[src/rtl/pipe_stage_reg.sv]
// pipe_stage_reg -- reusable inter-stage pipeline register for the MISC-V
// datapath (IF/ID, ID/EX, EX/MEM, MEM/WB). It carries one control bundle and
// one data bundle between adjacent stages. It has a valid/ready handshake, a
// synchronous flush, and a control bundle that is forced to zero on bubbles.
//
// Build option: define PIPE_STAGE_SKID_EN to get the two-entry skid buffer.
// In that build in_ready has no combinational path from out_ready. Without
// the macro the block is a depth-1 register, and in_ready depends
// combinationally on out_ready.
//
// Parameters:
//   CTRL_W     width of the control bundle (zeroed on bubbles)
//   DATA_W     width of the data bundle (passed through unmodified)
// Ports:
//   CLK        rising-edge clock
//   Reset      asynchronous active-low reset
//   flush      synchronous discard of all held beats
//   in_valid   upstream offers a beat
//   in_ready   block accepts the beat this cycle
//   in_ctrl    upstream control bundle
//   in_data    upstream data bundle
//   out_valid  beat presented downstream
//   out_ready  downstream consumes the beat this cycle
//   out_ctrl   control bundle, all-zero while out_valid=0
//   out_data   data bundle, holds its last value while out_valid=0
//   occupancy  number of held beats

module pipe_stage_reg #(
   parameter int unsigned CTRL_W = 4,
   parameter int unsigned DATA_W = 48
) (
   input  logic              CLK,
   input  logic              Reset,
   input  logic              flush,
   input  logic              in_valid,
   output logic              in_ready,
   input  logic [CTRL_W-1:0] in_ctrl,
   input  logic [DATA_W-1:0] in_data,
   output logic              out_valid,
   input  logic              out_ready,
   output logic [CTRL_W-1:0] out_ctrl,
   output logic [DATA_W-1:0] out_data,
   output logic [1:0]        occupancy
);

   localparam int unsigned OCC_W = 2;

   // Main register M: this register drives the outputs.
   logic              m_valid_q, m_valid_d;
   logic [CTRL_W-1:0] m_ctrl_q,  m_ctrl_d;
   logic [DATA_W-1:0] m_data_q,  m_data_d;

   logic accept_c;
   logic consume_c;

   assign consume_c = m_valid_q & out_ready;
   assign accept_c  = in_valid & in_ready;

`ifdef PIPE_STAGE_SKID_EN
   // Skid register S: it only fills while M is full and stalled.
   logic              s_valid_q, s_valid_d;
   logic [CTRL_W-1:0] s_ctrl_q,  s_ctrl_d;
   logic [DATA_W-1:0] s_data_q,  s_data_d;

   // Ready depends only on state and reset, so there is no path from out_ready.
   assign in_ready = Reset & ~s_valid_q;

   // Next-state logic. Flush has top priority. An empty or draining M
   // refills from S first, which preserves beat order.
   always_comb begin
      m_valid_d = m_valid_q;
      m_ctrl_d  = m_ctrl_q;
      m_data_d  = m_data_q;
      s_valid_d = s_valid_q;
      s_ctrl_d  = s_ctrl_q;
      s_data_d  = s_data_q;

      if (flush) begin
         m_valid_d = 1'b0;
         s_valid_d = 1'b0;
      end else if (!m_valid_q || consume_c) begin
         if (s_valid_q) begin
            m_valid_d = 1'b1;
            m_ctrl_d  = s_ctrl_q;
            m_data_d  = s_data_q;
            s_valid_d = accept_c;
            if (accept_c) begin
               s_ctrl_d = in_ctrl;
               s_data_d = in_data;
            end
         end else if (accept_c) begin
            m_valid_d = 1'b1;
            m_ctrl_d  = in_ctrl;
            m_data_d  = in_data;
         end else begin
            m_valid_d = 1'b0;
         end
      end else if (accept_c) begin
         s_valid_d = 1'b1;
         s_ctrl_d  = in_ctrl;
         s_data_d  = in_data;
      end
   end

   // State registers.
   always_ff @(posedge CLK or negedge Reset) begin
      if (!Reset) begin
         m_valid_q <= 1'b0;
         m_ctrl_q  <= '0;
         m_data_q  <= '0;
         s_valid_q <= 1'b0;
         s_ctrl_q  <= '0;
         s_data_q  <= '0;
      end else begin
         m_valid_q <= m_valid_d;
         m_ctrl_q  <= m_ctrl_d;
         m_data_q  <= m_data_d;
         s_valid_q <= s_valid_d;
         s_ctrl_q  <= s_ctrl_d;
         s_data_q  <= s_data_d;
      end
   end

   assign occupancy = OCC_W'(m_valid_q) + OCC_W'(s_valid_q);
`else
   // Depth-1 build: M can take a new beat in the same cycle it is consumed.
   assign in_ready = Reset & (~m_valid_q | out_ready);

   // Next-state logic. Flush drops both the held beat and any beat
   // accepted in the same cycle.
   always_comb begin
      m_valid_d = m_valid_q;
      m_ctrl_d  = m_ctrl_q;
      m_data_d  = m_data_q;

      if (flush) begin
         m_valid_d = 1'b0;
      end else if (!m_valid_q || consume_c) begin
         if (accept_c) begin
            m_valid_d = 1'b1;
            m_ctrl_d  = in_ctrl;
            m_data_d  = in_data;
         end else begin
            m_valid_d = 1'b0;
         end
      end
   end

   // State registers.
   always_ff @(posedge CLK or negedge Reset) begin
      if (!Reset) begin
         m_valid_q <= 1'b0;
         m_ctrl_q  <= '0;
         m_data_q  <= '0;
      end else begin
         m_valid_q <= m_valid_d;
         m_ctrl_q  <= m_ctrl_d;
         m_data_q  <= m_data_d;
      end
   end

   assign occupancy = {1'b0, m_valid_q};
`endif

   // Bubbles present an all-zero control bundle, so no write enable leaks downstream.
   assign out_valid = m_valid_q;
   assign out_ctrl  = m_valid_q ? m_ctrl_q : '0;
   assign out_data  = m_data_q;

endmodule

[config.mk]
export PLATFORM = sky130hd
export DESIGN_NAME = pipe_stage_reg
export DESIGN_NICKNAME = d
export VERILOG_FILES = /design/src/rtl/pipe_stage_reg.sv
export SDC_FILE = /design/constraint.sdc
export NUM_CORES = 1
export LEC_CHECK = 0
export CORE_AREA = 3 3 79 81
export DETAILED_ROUTE_END_ITERATION = 6
export DIE_AREA = 0 0 82 84
export GPL_TIMING_DRIVEN = 1
export PLACE_DENSITY = 0.79
export SYNTH_ARGS = -nofsm -noshare
export SYNTH_HDL_FRONTEND = slang
export SYNTH_SLANG_ARGS = --single-unit
[constraint.sdc]
create_clock -name CLK -period 1.7 [get_ports CLK]
set_clock_uncertainty 0.05 [all_clocks]
set_input_delay 0.51 -clock CLK [delete_from_list [all_inputs] [get_ports CLK]]
set_output_delay 0.51 -clock CLK [all_outputs]
set_load 0.05 [all_outputs]
==> impl_metrics.json <==
{
  "ant_nets": 0,
  "reg2reg_depth": 7,
  "dieArea_mm2": 0.00689,
  "avgViaCountPerCell": 4.55,
  "powerDensity_mw_per_mm2": 1230,
  "fin_crit_sh": 1.03,
  "cts_tree": "yes",
  "insertion_delay_ns": 0.29,
  "relSlewSlack": 0.626,
  "drv_cap": 0,
  "drtIter0Drc": 15,
  "fin_nets": 305,
  "synth_cell_types": 10,
  "max_freq_mhz": 572,
  "path_class": "reg -> out",
  "rsz0062_at_grt": "yes",
  "violations": "negative setup slack",
  "drc_errors": 0,
  "start_util": 0.404,
  "multiInputGateArea_um2": 860,
  "drv_slew": 0,
  "leakage_nw": 2.05,
  "synth_area_leaders": "dfrtp_1, mux2_4, buf_6",
  "fin_ws_ns": -0.0471,
  "yosysTopAreaCellShare": 0.592,
  "drive_above_1_share": 0.558,
  "grt.total_usage": 0.177,
  "antenna_found_initial": 0,
  "pre_cts_ws_ns": -0.361,
  "grt_pass1_wl_um": 9030,
  "fillCellCount": 335,
  "seq_area_mm2": 0.00133,
  "pin_count": 113,
  "outcome": "finished with violations",
  "routed-via-count": 1462,
  "final.min_clock_period_ns": 1.75,
  "crit_arrival_ns": 1.19,
  "path_clk_slew_ns": 0.08,
  "cp-start-kind": "flop",
  "cp_max_fo": 3,
  "syn2layout_area_growth_pct": 91.0,
  "cp.required_ns": 1.14,
  "syn-num-nets": 178,
  "routed_wl_um": 5980,
  "dp_hpwl_um": 4560,
  "tightest_slew_ns": 0.561,
  "grt_max_degree": 47,
  "numCtsBuffers": 5,
  "synth_warnings": 0,
  "synth_cells": 121,
  "fp-row-count": 27,
  "htreeDepth": 2,
  "syn_area_mm2": 0.00224,
  "setup_viol": 2,
  "port_buffers": 111,
  "post-route-util": 0.772,
  "synth_top_area_cell": "dfrtp_1",
  "ys_seq_area_frac": 0.592,
  "wl_per_cell_um": 18.6,
  "antenna_cells": 0,
  "numClockSinks": 53,
  "hold_buffers": 0,
  "die_w_um": 82,
  "core_mm2": 0.00554,
  "clock_path_buffers": 2,
  "drt_first_pass_iters": 3,
  "fp.dieH_um": 84,
  "cts_root_buf": "clkbuf_8",
  "grt-ovfl-total": 0,
  "grt_pass1_vias": 1640,
  "avgSynthCellArea_um2": 18.5,
  "hold_path.class": "in -> async",
  "ys_ff_latch": 53,
  "hold_viol_final": 0,
  "cp-end-kind": "output pin",
  "ir_drop_mv": 0.720,
  "gp_congestion": 0.709
}
through the flow:
stage / area (um2) / TNS, ns / hold WS [ns] / total power, mW / std cells
2_1_floorplan: 2250 / 0 / 0.164 / 2.96 / 121
6_report: 4280 / -0.0573 / 0.153 / 5.25 / 321
4_1_cts: 4200 / -0.133 / 0.131 / 5.29 / 317
5_1_grt: 4280 / -0.350 / 0.131 / 5.45 / 321
3_3_place_gp: 4030 / -16.46 / 0.440 / 4.35 / 305
3_5_place_dp: 4030 / -17.77 / 0.435 / 4.40 / 305
area by class of cell:
type | instances | share of cell area
multi-input combinational | 61 | 0.201
sequential | 53 | 0.310
clock buffer | 7 | 0.0202
tap | 72 | 0.0211
timing repair buffer | 127 | 0.440
clock inverter | 1 | 0.00702
per-layer routing:
metal  wire length (um)  vias to the layer above  GRT usage  share of wire
met3                478                        4     0.0626          0.080
met1               2150                      718      0.201           0.36
met2               3290                       68      0.310           0.55
li1                   -                      672          -              -
met4                 65                        0     0.0453          0.011
met5                  0                        -          0              0
cell usage in the layout (no fill, tap or decap):
master,n
and2_4,5
buf_12,60
buf_2,1
buf_4,6
buf_6,3
bufinv_16,1
clkbuf_1,1
clkbuf_16,2
clkbuf_8,6
clkdlybuf4s50_1,54
conb_1,1
dfrtp_1,52
dfrtp_2,1
dlygate4sd2_1,1
mux2_2,3
mux2_4,49
nand2b_4,1
nand4b_4,1
o21ai_0,1
Yosys cell counts:
cell type,instances
mux2_4,49
buf_6,5
conb_1,1
o21ai_0,1
dfrtp_1,53
mux2_2,3
buf_4,2
and2_1,5
nand2b_2,1
nand4b_4,1
kinds of logic (layout without fill, tap and decap cells):
group,Yosys count,in the layout,share of synthesized area
simple gates,7,7,0.0285
other cells,1,1,0.00167
flops,53,53,0.592
compound gates,1,1,0.00223
mux,52,52,0.344
buf+inv,7,135,0.0318
flip-flops by register name (all words and copies together) (netlist names):
name and count:
out_data 48, m_ctrl_q 4, out_valid 1
path summary, 6_finish.rpt:
path	from	end	slack [ns]
min in group CLK	m_ctrl_q[0]	m_ctrl_q[0]	0.48
min	Reset	out_valid	0.15
max reg2reg	out_valid	out_data[25]	0.06
max	out_valid	in_ready	-0.05
min reg2reg	m_ctrl_q[0]	m_ctrl_q[0]	0.48
max in group asynchronous	Reset	out_data[6]	0.88
critical path: stages, from the launching register on:
cell and delay [ns]:
dfrtp_2 0.44, buf_6 0.13, nand2b_4 0.06, and2_4 0.15
buf_12 0.13
where the power goes:
part	internal, mW	switching [mW]	total (mW)
registers	1.52	0.291	1.81
clock network	0.480	0.372	0.852
logic	1.41	1.18	2.59
timing repair:
item,CTS,global route
pin swaps,0,0
setup endpoints to repair,46,53
resized for setup,11,0
cloned,0,2
buffers inserted,4,2
Note: power is estimated with default switching activity, not from simulation.
==> RTL edit 1 (same settings) <==
Take the reset off `m_data_q` and load it in a clocked block of its own.
--- a/src/rtl/pipe_stage_reg.sv
+++ b/src/rtl/pipe_stage_reg.sv
@@ -151,12 +151,14 @@
       if (!Reset) begin
          m_valid_q <= 1'b0;
          m_ctrl_q  <= '0;
-         m_data_q  <= '0;
       end else begin
          m_valid_q <= m_valid_d;
          m_ctrl_q  <= m_ctrl_d;
-         m_data_q  <= m_data_d;
       end
+   end
+
+   always_ff @(posedge CLK) begin
+      m_data_q <= m_data_d;
    end
 
    assign occupancy = {1'b0, m_valid_q};
Formal check against the unedited RTL: differs if Reset is asserted again (counterexample within 4 cycles, from zero or initial values and one cycle with Reset low); with Reset held inactive, the same outputs for 10 cycles.
==> RTL edit 1 against the original RTL <==
Non-clock buffer count is 8 lower. Cell area down 15%. Via count shrank 26%. Critical path type unchanged. Cell count decreased by 17%. Sequential cell count stayed put. Area after synthesis shrank 24%. Critical endpoint unchanged. Highest routed layer unchanged. Wire length fell by 31%. Synthesized cell count shrank 43%. Setup slack gained 63 ps. Maximum frequency is 3.8% higher.
Power is not compared: it rests on default switching activity, and its combinational part moved more than twofold at a synthesized area within 25%.
==> RTL edit 1: results (changes against the original RTL) <==
.. list-table::
   :header-rows: 1

   * - Metric
     - Value
   * - Placed cell areas
     - 3520 um^2 (was 4030 um^2)
   * - Period Utilization, post-route
     - 99.0% (was 103%)
   * - Final #Nets
     - 250 (was 305)
   * - Commonest register cell after synthesis
     - sky130_fd_sc_hd__edfxtp_1 (was sky130_fd_sc_hd__dfrtp_1)
   * - Run status
     - completed (was finished, violations left)
   * - Maximum net fanout on the critical path
     - 6 (was 3)
   * - Detailed-routed wire length on met3
     - 661 um (was 478 um)
   * - Total met2 wirelength after detailed routing
     - 2340 um (was 3290 um)
   * - Setup WS pre-CTS
     - -281 ps (was -361 ps)
   * - Routability congestion estimate from global placement
     - 0.750 (was 0.709)
   * - DR pass1 iterations
     - 4 (was 3)
   * - Via count of the first global-routing pass
     - 1278 (was 1640)
   * - Maximum number of pins on one net before global-route repair
     - 22 (was 47)
   * - Logic depth of the worst register-to-register path
     - 6 (was 7)
   * - Average via count per standard cell
     - 4.07 (was 4.55)
   * - Total Routing Usage GR
     - 12.6% (was 17.7%)
   * - Multiplexer share of the synthesized area
     - 2.64% (was 34.4%)
   * - Data arrival time of the critical path
     - 1120 ps (was 1190 ps)
   * - Proportion of synthesized chip area in sequential cells
     - 91.7% (was 59.2%)
   * - First DRT Iteration DRCs
     - 16 (was 15)
   * - Net count after synthesis
     - 126 (was 178)
   * - Metal-1 WL
     - 1080 um (was 2150 um)
   * - # Post-CTS Setup Buffers
     - 2 (was 4)
   * - Sum of internal, switching and leakage power
     - 2.70 mW
   * - Worst r2r dst
     - out_data[3]$_DFFE_PP_ (was out_data[25]$_DFFE_PN0P_)
   * - Most common library cells after synthesis
     - sky130_fd_sc_hd__edfxtp_1, sky130_fd_sc_hd__and2_2, sky130_fd_sc_hd__dfrtp_1, sky130_fd_sc_hd__mux2_2, sky130_fd_sc_hd__buf_4 (was sky130_fd_sc_hd__dfrtp_1, sky130_fd_sc_hd__mux2_4, sky130_fd_sc_hd__and2_1, sky130_fd_sc_hd__buf_6, sky130_fd_sc_hd__mux2_2)
   * - Post-synthesis cell count
     - 69 (was 121)
   * - Detailed-route wire length
     - 4110 um (was 5980 um)
   * - # placed instances
     - 255 (was 305)
   * - Share of final-layout standard cells stronger than drive strength 1
     - 43.3% (was 55.8%)
   * - R2R setup slack
     - 170 ps (was 60 ps)
   * - Number of standard cells in the layout, taps in and fillers out
     - 266 (was 321)
   * - Post-synth EDFFs
     - 48 (was 0)
   * - Slowest cell delay on critical path
     - 470 ps (was 440 ps)
## RTL edit 1: cell types whose count changed in the layout (fill, tap and decap cells not counted), moves of 3 or more
cell,delta
sky130_fd_sc_hd__edfxtp_1,+48
sky130_fd_sc_hd__buf_12,-3
sky130_fd_sc_hd__and2_2,+3
sky130_fd_sc_hd__buf_6,-3
sky130_fd_sc_hd__and2_4,-3
sky130_fd_sc_hd__dfrtp_1,-48
sky130_fd_sc_hd__mux2_4,-49
## RTL edit 1: area by class of cell
class / count / area (um^2)
fillers: 386 / 1910
repair buffers: 119 / 1750
flip-flops and latches: 53 / 1570
multi-input cells: 13 / 131
well taps: 72 / 90.1
clock buffers: 5 / 68.8
clock inverters: 3 / 17.5
inverters: 1 / 7.51
## RTL edit 1: per-layer routing
metal,global-route usage (%),vias up
met5,0,-
met4,4.53,0
met3,7.99,4
met2,23.5,77
met1,10.0,497
li1,-,505
==> RTL edit 2 (same settings) <==
Without the edit above. `CTRL_W`: 4 -> 6.
--- a/src/rtl/pipe_stage_reg.sv
+++ b/src/rtl/pipe_stage_reg.sv
@@ -26,7 +26,7 @@
 //   occupancy  number of held beats
 
 module pipe_stage_reg #(
-   parameter int unsigned CTRL_W = 4,
+   parameter int unsigned CTRL_W = 6,
    parameter int unsigned DATA_W = 48
 ) (
    input  logic              CLK,
Ports: changed (resized in_ctrl and out_ctrl); port bits go from 113 to 117. No check against the original RTL was run, so the function may have changed too.
==> RTL edit 2 against the original RTL <==
Critical endpoint unchanged. Total power decreased by 0.55%. Maximum frequency increased by 3.0%. Non-clock buffer count decreased by 3. Setup slack improved by 51 ps. Critical path depth decreased by 1. Wire length decreased by 3.8%. Area after synthesis increased by 6.3%. Highest routed layer unchanged. Sequential cell count increased by 2. Cell area decreased by 0.12%. First-iteration DRC count increased to 2.6 times the old value.
==> RTL edit 2: results (changes against the original RTL) <==
.. list-table::
   :header-rows: 1

   * - Metric
     - Value
   * - Clock network power
     - 774 uW (was 852 uW)
   * - DR pass1 iterations
     - 4 (was 3)
   * - Total Routing Usage GR
     - 17.7% (about the same)
   * - Detailed-route wire length
     - 5750 um (was 5980 um)
   * - Sequential cell fraction of total power
     - 35.5% (was 34.4%)
   * - Non-clock buffers
     - 124 (was 127)
   * - Most common library cells after synthesis
     - sky130_fd_sc_hd__dfrtp_1, sky130_fd_sc_hd__mux2_4, sky130_fd_sc_hd__and2_2, sky130_fd_sc_hd__buf_12, sky130_fd_sc_hd__mux2_2 (was sky130_fd_sc_hd__dfrtp_1, sky130_fd_sc_hd__mux2_4, sky130_fd_sc_hd__and2_1, sky130_fd_sc_hd__buf_6, sky130_fd_sc_hd__mux2_2)
   * - Sequential cell area
     - 1380 um^2 (was 1330 um^2)
   * - Data arrival time of the critical path
     - 1140 ps (was 1190 ps)
   * - Logic depth of the worst register-to-register path
     - 5 (was 7)
   * - Final #Nets
     - 310 (was 305)
   * - Setup WS pre-CTS
     - -346 ps (was -361 ps)
   * - R2R setup slack
     - 130 ps (was 60 ps)
   * - Number of port buffers
     - 115 (was 111)
   * - Post-synthesis cell count
     - 128 (was 121)
   * - Buffering overhead
     - 42.3% (was 44.0%)
   * - Proportion of synthesized chip area in sequential cells
     - 57.8% (was 59.2%)
   * - Via count of the first global-routing pass
     - 1710 (was 1640)
   * - Dominant cells by area after synthesis
     - sky130_fd_sc_hd__dfrtp_1, sky130_fd_sc_hd__mux2_4, sky130_fd_sc_hd__buf_12 (was sky130_fd_sc_hd__dfrtp_1, sky130_fd_sc_hd__mux2_4, sky130_fd_sc_hd__buf_6)
   * - Multi-input logic cell count
     - 65 (was 61)
   * - Number of fillers in the final layout
     - 322 (was 335)
   * - Run status
     - completed (was finished, violations left)
   * - Global-route wire length before repair
     - 9250 um (was 9030 um)
   * - Slowest cell delay on critical path
     - 480 ps (was 440 ps)
   * - Power density relative to cell area
     - 1220 nW/um^2 (was 1230 nW/um^2)
RTL edit 2: cell types whose count changed in the layout (fill, tap and decap cells not counted), sizes merged:
cell           delta
dfrtp             +2
dlygate4sd2       -1
clkbuf            -2
bufinv            -1
clkdlybuf4s50     +2
mux2              +2
clkinvlp          +1
and2              +2
buf               -3
clkdlybuf4s15     +1
RTL edit 2: per-stage QoR:
step	hold slack (ps)	std cells	setup TNS, ps
after floorplan	164	128	0
after global placement	434	313	-15430
after detailed placement	436	313	-17330
after CTS	205	324	-24.8
after global routing	215	324	-405
final	206	324	0
RTL edit 2: worst max path at each step:
stage,slack [ps],cells after the start,end,from
after floorplan,130,5,m_ctrl_q[0]$_DFFE_PN0P_,out_ready
after global placement,-320,4,in_ready,out_ready
after detailed placement,-350,5,out_data[8]$_DFFE_PN0P_,out_ready
after CTS,-8,2,out_ctrl[2],out_valid$_DFFE_PN0P_
after global routing,-70,3,in_ready,out_valid$_DFFE_PN0P_
final,3,3,in_ready,out_valid$_DFFE_PN0P_
RTL edit 2: what timing repair did:
action                                  4_1_cts  5_1_grt
resized for setup                             4        0
pin swaps                                     1        0
buffers inserted                              3        0
endpoints found under the setup margin       33        7
hold buffers                                  0        0
RTL edit 2: kinds of logic after synthesis:
group           Yosys count  share of synthesized area (%)
simple gates              9                           3.21
other cells               1                          0.158
mux                      54                           33.3
buf+inv                   8                           5.31
compound gates            1                          0.210
flops                    55                           57.8
RTL edit 2: per-layer routing:
metal	vias to the layer above	GRT usage, %	wire length [um]
met5	-	0	0
met3	8	5.18	534
met4	0	6.80	118
met1	739	21.6	2310
li1	683	-	-
met2	81	28.9	2790
